$ cat src/rtl/video_ram_address_flip_gen_pkg.sv
// Shared defaults and types for the video DRAM address generator.
// Imported by the row counter, the interface users and the top level.
package video_addr_pkg;

    localparam int ROW_W_DEF = 8;
    localparam int COL_W_DEF = 6;

    typedef enum logic {
        DIR_UP   = 1'b0,
        DIR_DOWN = 1'b1
    } row_dir_t;

endpackage

$ cat src/rtl/video_ram_address_flip_gen_if.sv
// Bus bundle between the video timing chain and the address generator.
// master: drives AV/DB/strobes/FLIP_REQ/FRAME; slave: drives AVX/ROW/WRAP/FLIP_ACT.
interface video_ram_address_flip_gen_if #(
    parameter int NUM_PLANES = 2,
    parameter int ROW_W      = 8,
    parameter int ADDR_W     = 14
);

    logic [ADDR_W-1:0]            AV;
    logic [ROW_W-1:0]             DB;
    logic [NUM_PLANES-1:0]        VPOS_WE;
    logic [NUM_PLANES-1:0]        LOAD;
    logic [NUM_PLANES-1:0]        STEP;
    logic [NUM_PLANES-1:0]        DIR;
    logic [NUM_PLANES-1:0]        FLIP_REQ;
    logic                         FRAME;
    logic [NUM_PLANES*ADDR_W-1:0] AVX;
    logic [NUM_PLANES*ROW_W-1:0]  ROW;
    logic [NUM_PLANES-1:0]        WRAP;
    logic [NUM_PLANES-1:0]        FLIP_ACT;

    modport master (
        output AV, DB, VPOS_WE, LOAD, STEP, DIR, FLIP_REQ, FRAME,
        input  AVX, ROW, WRAP, FLIP_ACT
    );

    modport slave (
        input  AV, DB, VPOS_WE, LOAD, STEP, DIR, FLIP_REQ, FRAME,
        output AVX, ROW, WRAP, FLIP_ACT
    );

endinterface

$ cat src/rtl/video_ram_address_flip_gen_row_counter.sv
// Per-plane vertical scroll: vpos register, loadable up/down row counter, wrap pulse.
// Ports: clk/rst, db/vpos_we (vpos write), load/step/dir (counter), row/wrap (state out).
module video_row_scroll_counter
    import video_addr_pkg::*;
#(
    parameter int ROW_W = ROW_W_DEF
) (
    input  logic             clk,
    input  logic             rst,
    input  logic [ROW_W-1:0] db,
    input  logic             vpos_we,
    input  logic             load,
    input  logic             step,
    input  logic             dir,
    output logic [ROW_W-1:0] row,
    output logic             wrap
);

    logic [ROW_W-1:0] vpos_q, vpos_d;
    logic [ROW_W-1:0] row_q, row_d;
    logic             wrap_q, wrap_d;

    // LOAD reads vpos_q, so a same-cycle vpos write lands one cycle later.
    always_comb begin
        vpos_d = vpos_we ? db : vpos_q;
        row_d  = row_q;
        wrap_d = 1'b0;
        if (load) begin
            row_d = vpos_q;
        end else if (step) begin
            if (row_dir_t'(dir) == DIR_UP) begin
                row_d  = row_q + ROW_W'(1);
                wrap_d = &row_q;
            end else begin
                row_d  = row_q - ROW_W'(1);
                wrap_d = ~|row_q;
            end
        end
    end

    always_ff @(posedge clk or posedge rst) begin
        if (rst) begin
            vpos_q <= '0;
            row_q  <= '0;
            wrap_q <= 1'b0;
        end else begin
            vpos_q <= vpos_d;
            row_q  <= row_d;
            wrap_q <= wrap_d;
        end
    end

    assign row  = row_q;
    assign wrap = wrap_q;

endmodule

$ cat src/rtl/video_ram_address_flip_gen.sv
// Video DRAM address generator: per-plane scroll counters, frame-committed flip, registered AVX.
// Ports: CLK, RST (async, active-high), bus (slave side of the address-generator interface).
module video_ram_address_flip_gen
    import video_addr_pkg::*;
#(
    parameter int                    NUM_PLANES  = 2,
    parameter int                    ROW_W       = ROW_W_DEF,
    parameter int                    COL_W       = COL_W_DEF,
    parameter int                    ADDR_W      = ROW_W + COL_W,
    parameter logic [NUM_PLANES-1:0] SCROLL_MASK = 'b01
) (
    input  logic                          CLK,
    input  logic                          RST,
    video_ram_address_flip_gen_if.slave   bus
);

    logic [NUM_PLANES*ROW_W-1:0]  row_w;
    logic [NUM_PLANES-1:0]        wrap_w;
    logic [NUM_PLANES-1:0]        flip_act_q, flip_act_d;
    logic [NUM_PLANES*ADDR_W-1:0] avx_q, avx_d;

    for (genvar p = 0; p < NUM_PLANES; p++) begin : g_plane
        if (SCROLL_MASK[p]) begin : g_scroll
            video_row_scroll_counter #(
                .ROW_W (ROW_W)
            ) u_cnt (
                .clk     (CLK),
                .rst     (RST),
                .db      (bus.DB),
                .vpos_we (bus.VPOS_WE[p]),
                .load    (bus.LOAD[p]),
                .step    (bus.STEP[p]),
                .dir     (bus.DIR[p]),
                .row     (row_w[p*ROW_W +: ROW_W]),
                .wrap    (wrap_w[p])
            );
        end else begin : g_direct
            assign row_w[p*ROW_W +: ROW_W] = '0;
            assign wrap_w[p]               = 1'b0;
        end
    end

    // Flip changes only on FRAME so a mid-frame request cannot tear the picture.
    always_comb begin
        flip_act_d = bus.FRAME ? bus.FLIP_REQ : flip_act_q;
    end

    // Uses pre-update row and flip so AVX trails them by exactly one edge.
    always_comb begin
        avx_d = '0;
        for (int p = 0; p < NUM_PLANES; p++) begin
            if (SCROLL_MASK[p]) begin
                avx_d[p*ADDR_W +: ADDR_W] = {
                    row_w[p*ROW_W +: ROW_W],
                    bus.AV[COL_W-1:0] ^ {COL_W{flip_act_q[p]}}
                };
            end else begin
                avx_d[p*ADDR_W +: ADDR_W] = bus.AV ^ {ADDR_W{flip_act_q[p]}};
            end
        end
    end

    always_ff @(posedge CLK or posedge RST) begin
        if (RST) begin
            flip_act_q <= '0;
            avx_q      <= '0;
        end else begin
            flip_act_q <= flip_act_d;
            avx_q      <= avx_d;
        end
    end

    assign bus.AVX      = avx_q;
    assign bus.ROW      = row_w;
    assign bus.WRAP     = wrap_w;
    assign bus.FLIP_ACT = flip_act_q;

endmodule

$ cat src/flat_wrapper.sv
// flat-port wrapper written by rule: the top's interface ports become plain ports
module video_ram_address_flip_gen_flat import video_addr_pkg::*;
#(
    parameter int                    NUM_PLANES  = 2,
    parameter int                    ROW_W       = ROW_W_DEF,
    parameter int                    COL_W       = COL_W_DEF,
    parameter int                    ADDR_W      = ROW_W + COL_W,
    parameter logic [NUM_PLANES-1:0] SCROLL_MASK = 'b01
)
  (CLK, RST, bus_AV, bus_DB, bus_VPOS_WE, bus_LOAD, bus_STEP, bus_DIR, bus_FLIP_REQ, bus_FRAME, bus_AVX, bus_ROW, bus_WRAP, bus_FLIP_ACT);
  video_ram_address_flip_gen_if #(.NUM_PLANES(NUM_PLANES), .ROW_W(ROW_W), .ADDR_W(ADDR_W)) bus_i ();
  input  logic CLK;
  input  logic RST;
  input wire logic [$bits(bus_i.AV)-1:0] bus_AV;
  input wire logic [$bits(bus_i.DB)-1:0] bus_DB;
  input wire logic [$bits(bus_i.VPOS_WE)-1:0] bus_VPOS_WE;
  input wire logic [$bits(bus_i.LOAD)-1:0] bus_LOAD;
  input wire logic [$bits(bus_i.STEP)-1:0] bus_STEP;
  input wire logic [$bits(bus_i.DIR)-1:0] bus_DIR;
  input wire logic [$bits(bus_i.FLIP_REQ)-1:0] bus_FLIP_REQ;
  input wire logic [$bits(bus_i.FRAME)-1:0] bus_FRAME;
  output wire logic [$bits(bus_i.AVX)-1:0] bus_AVX;
  output wire logic [$bits(bus_i.ROW)-1:0] bus_ROW;
  output wire logic [$bits(bus_i.WRAP)-1:0] bus_WRAP;
  output wire logic [$bits(bus_i.FLIP_ACT)-1:0] bus_FLIP_ACT;
  assign bus_i.AV = bus_AV;
  assign bus_i.DB = bus_DB;
  assign bus_i.VPOS_WE = bus_VPOS_WE;
  assign bus_i.LOAD = bus_LOAD;
  assign bus_i.STEP = bus_STEP;
  assign bus_i.DIR = bus_DIR;
  assign bus_i.FLIP_REQ = bus_FLIP_REQ;
  assign bus_i.FRAME = bus_FRAME;
  assign bus_AVX = bus_i.AVX;
  assign bus_ROW = bus_i.ROW;
  assign bus_WRAP = bus_i.WRAP;
  assign bus_FLIP_ACT = bus_i.FLIP_ACT;
  video_ram_address_flip_gen #(.NUM_PLANES(NUM_PLANES), .ROW_W(ROW_W), .COL_W(COL_W), .ADDR_W(ADDR_W), .SCROLL_MASK(SCROLL_MASK)) u_core (.CLK(CLK), .RST(RST), .bus(bus_i));
endmodule
$ cat config.mk
export PLATFORM = sky130hd
export DESIGN_NAME = video_ram_address_flip_gen_flat
export DESIGN_NICKNAME = d
export VERILOG_FILES = /design/src/rtl/video_ram_address_flip_gen_pkg.sv /design/src/rtl/video_ram_address_flip_gen_if.sv /design/src/rtl/video_ram_address_flip_gen_row_counter.sv /design/src/rtl/video_ram_address_flip_gen.sv /design/src/flat_wrapper.sv
export SDC_FILE = /design/constraint.sdc
export NUM_CORES = 1
export LEC_CHECK = 0
export CAP_MARGIN = 20
export CORE_MARGIN = 4
export CORE_UTILIZATION = 40
export CTS_CLUSTER_DIAMETER = 100
export DETAILED_ROUTE_END_ITERATION = 8
export PLACE_DENSITY = 0.77
export SLEW_MARGIN = 20
export SYNTH_ARGS = -nofsm -noshare
export SYNTH_HDL_FRONTEND = slang
export SYNTH_SLANG_ARGS = --single-unit
$ cat constraint.sdc
create_clock -name CLK -period 1.8 [get_ports CLK]
set_input_delay 0.36 -clock CLK [delete_from_list [all_inputs] [get_ports CLK]]
set_output_delay 0.36 -clock CLK [all_outputs]
set_load 0.005 [all_outputs]
==> qor.yml <==
outcome:
  outcome: "complete, but fails checks"
  violations: "negative setup slack"
die:
  rows: 26
  dieWidth_um: 82.2
  core_um2: 5200
  io_pins: 83
  start_util_pct: 42.3
  die_h_um: 82.2
  die-area_um2: 6760
grt:
  busiest_layer: "met2"
  grtUsageMet1_pct: 18.5
  grt_pass1_wl_um: 7940
  gr-total-overflow: 0
  grtUsageTotal_pct: 15.8
  grt_pass1_vias: 1635
  grtUsageMet2_pct: 27.8
  met3_usage_pct: 2.93
  grt_max_degree: 48
  antenna_found_initial: 0
sta:
  rsz0062_at_grt: "true"
  fmax_mhz: 554
  finalSetupViolations: 1
  skew_ns: 0.00865
  setup_ws_ns: -0.00513
  slew_violations: 0
  period_needed_ns: 1.81
  finalCritPeriodShare_pct: 100
  finalHoldViolCount: 0
  hold_ws_ns: 0.420
cts:
  cts_root_buf: "clkbuf_8"
  clk_latency_ns: 0.29
  cts_hold_buf: 0
  clockBufferDepth: 2
  cts.clk_slew.worst_paths_ns: 0.08
  cts_max_level: 2
  cts_tree: "built"
  cts_sinks: 47
  cts_buffers: 5
power_and_ir_drop:
  seq_power_share_pct: 43.2
  switching_share_pct: 28.1
  combinationalPowerShare_pct: 36.9
  clockPowerShare_pct: 19.9
  leakage_nw: 1.39
  max-vdd-ir-drop_mv: 0.442
  intPower_mw: 2.14
  power_density_nw_per_um2: 932
  p_sw_mw: 0.838
worst_setup_path:
  r2r_start: "u_core.g_plane[0].g_scroll.u_cnt.row[2]"
  critPathMaxFanout: 3
  cp_slowest_cell: "dfrtp_1"
  cp_cell_sequence: "ha_2 -> nor2b_2 -> o31a_1 -> o21a_1 -> or3_1 -> nand3_1"
  worstSetupPathType: "register to register"
  cp.required_ns: 2.02
  arrival_ns: 2.03
  endpoint_kind: "register"
  ff2ff_setup_slack_ns: -0.005
  worstRegToRegCells: 6
  cpPeakStageDelay_ns: 0.40
  start_kind: "register"
  rr_endpoint: "u_core.g_plane[0].g_scroll.u_cnt.row[6]"
finish:
  fill_cells: 438
  drive_above_1_share_pct: 22.9
  antenna_cells: 0
  regArea_um2: 1180
  multi_input_area_um2: 908
  area_growth_pct: 45.1
  final_util_pct: 61.4
  layout.nets: 312
synth:
  ys_seq_area_share_pct: 53.4
  synth_top_cells_by_count: "dfrtp_1, xor2_1, buf_4"
  synthDistinctLibCells: 43
  yosys_warnings: 0
  syn_area_um2: 2200
  postSynthAreaPerCell_um2: 12.0
  yosysTopAreaCellShare_pct: 53.4
  synth_top_area_cell: "dfrtp_1"
  synth_most_common_cell: "dfrtp_1"
  ys_ff_latch: 47
  synth_cells: 183
  async_flop_share_pct: 100
  ys.flop_type: "dfrtp_1"
  synth_edf_count: 0
  synthTopCellsByArea: "dfrtp_1, xor2_1, buf_4, mux2_2, ha_1"
drt:
  drt-initial-drc-count: 73
  drtAntennaViolNets: 0
  drc: 0
  vias: 1613
  firstDrtPassIters: 4
  drt-total-wl_um: 5070
  wl_per_cell_um: 14.9
  routed_via_density: 4.73
place:
  portBuffers: 69
  dpl.hpwl_um: 3910
  gp_congestion: 0.877
hold_path:
  holdCritPathClass: "primary input to async pin"
flow_run:
  drv_cap: 0
-- metal layers --
layer / part of all wire (%) / vias up
li1: - / 772
met5: 0 / -
met1: 39 / 773
met3: 6.0 / 13
met2: 52 / 55
met4: 3.0 / 0
-- power groups by stage --
stage | Sequential (mW) | Clock [mW] | Combinational, mW
finish | 1.29 | 0.593 | 1.10
global route | 1.30 | 0.680 | 1.19
CTS | 1.29 | 0.613 | 1.09
detailed placement | 1.31 | 0 | 1.03
global placement | 1.30 | 0 | 1.00
floorplan | 1.33 | 0 | 0.451
-- cell families after synthesis --
| logic type | Yosys count | synth area share [%] |
|---|---|---|
| flip-flops | 47 | 53.4 |
| AND/OR/NAND/NOR | 35 | 9.15 |
| buffers and inverters | 31 | 9.20 |
| AO/OA/AOI/OAI | 27 | 8.35 |
| XOR/XNOR | 21 | 8.35 |
| multiplexers | 14 | 7.05 |
| adder cells (fa/ha/maj) | 7 | 4.32 |
| other | 1 | 0.170 |
-- worst max-delay path, delay by kind of cell (launching register included) --
kind	cells	cell delay (ns)
and+or+nand+nor	3	0.58
AOI/OAI and AO/OA	2	0.45
adders and majority gates	1	0.31
DFF	1	0.40
-- layout by cell type (no fill, tap or decap), types with 2 or more instances in the layout --
cell type	count
a21oi_1	5
buf_4	26
clkbuf_1	2
clkbuf_8	5
clkdlybuf4s50_1	67
conb_1	9
dfrtp_1	47
ha_1	4
inv_1	2
inv_4	2
mux2_2	12
mux2i_1	2
nand2_1	8
nand3_1	2
nand3b_1	2
nand4_1	2
nor2_1	5
nor2b_1	2
nor3_1	3
o21a_1	2
o21ai_0	4
o21ai_2	2
or3_1	4
xor2_1	20
-- registers in the layout, indices dropped and copies added (netlist names) --
signal / count
u_core.bus.AVX: 28
u_core.g_plane.g_scroll.u_cnt.row: 8
u_core.g_plane.g_scroll.u_cnt.vpos_q: 8
u_core.bus.FLIP_ACT: 2
u_core.g_plane.g_scroll.u_cnt.wrap: 1
-- worst max path at each step --
| stage | from | end | slack [ns] | depth (start not counted) |
|---|---|---|---|---|
| after floorplan | u_core.g_plane[0].g_scroll.u_cnt.row[5] | u_core.g_plane[0].g_scroll.u_cnt.row[7] | 0.009 | 6 |
| after global placement | bus_DIR[0] | u_core.g_plane[0].g_scroll.u_cnt.row[4] | -0.66 | 10 |
| after detailed placement | bus_DIR[0] | u_core.g_plane[0].g_scroll.u_cnt.row[4] | -0.68 | 10 |
| after CTS | u_core.g_plane[0].g_scroll.u_cnt.row[1] | u_core.g_plane[0].g_scroll.u_cnt.row[6] | -0.007 | 8 |
| after global routing | u_core.g_plane[0].g_scroll.u_cnt.row[1] | u_core.g_plane[0].g_scroll.u_cnt.row[5] | -0.09 | 7 |
| final | u_core.g_plane[0].g_scroll.u_cnt.row[2] | u_core.g_plane[0].g_scroll.u_cnt.row[6] | -0.005 | 6 |
-- through the flow --
| step | total power, mW | std cells | cell area, um^2 | setup TNS (ns) | setup WS, ns |
|---|---|---|---|---|---|
| floorplan | 1.78 | 191 | 2240 | 0 | 0.00945 |
| finish | 2.98 | 341 | 3200 | -0.00513 | -0.00513 |
| CTS | 2.99 | 341 | 3180 | -0.00731 | -0.00731 |
| global route | 3.18 | 341 | 3200 | -0.250 | -0.0903 |
| detailed placement | 2.33 | 331 | 3040 | -4.06 | -0.682 |
| global placement | 2.30 | 331 | 3040 | -3.83 | -0.658 |
-- what timing repair did --
action	in CTS	in global routing
endpoints found under the setup margin	7	5
buffers inserted	2	0
cloned	0	0
pin swaps	4	8
gates resized for setup	12	8
-- layout make-up --
type                    count  share of cell area (%)
multi-input cells         113                    28.4
inverters                   6                   0.861
clock buffers               7                    2.39
well taps                  70                    2.74
repair buffers             97                    28.6
clock inverters             1                   0.157
flip-flops and latches     47                    36.8
No activity file was read; power rests on OpenSTA's default activity.
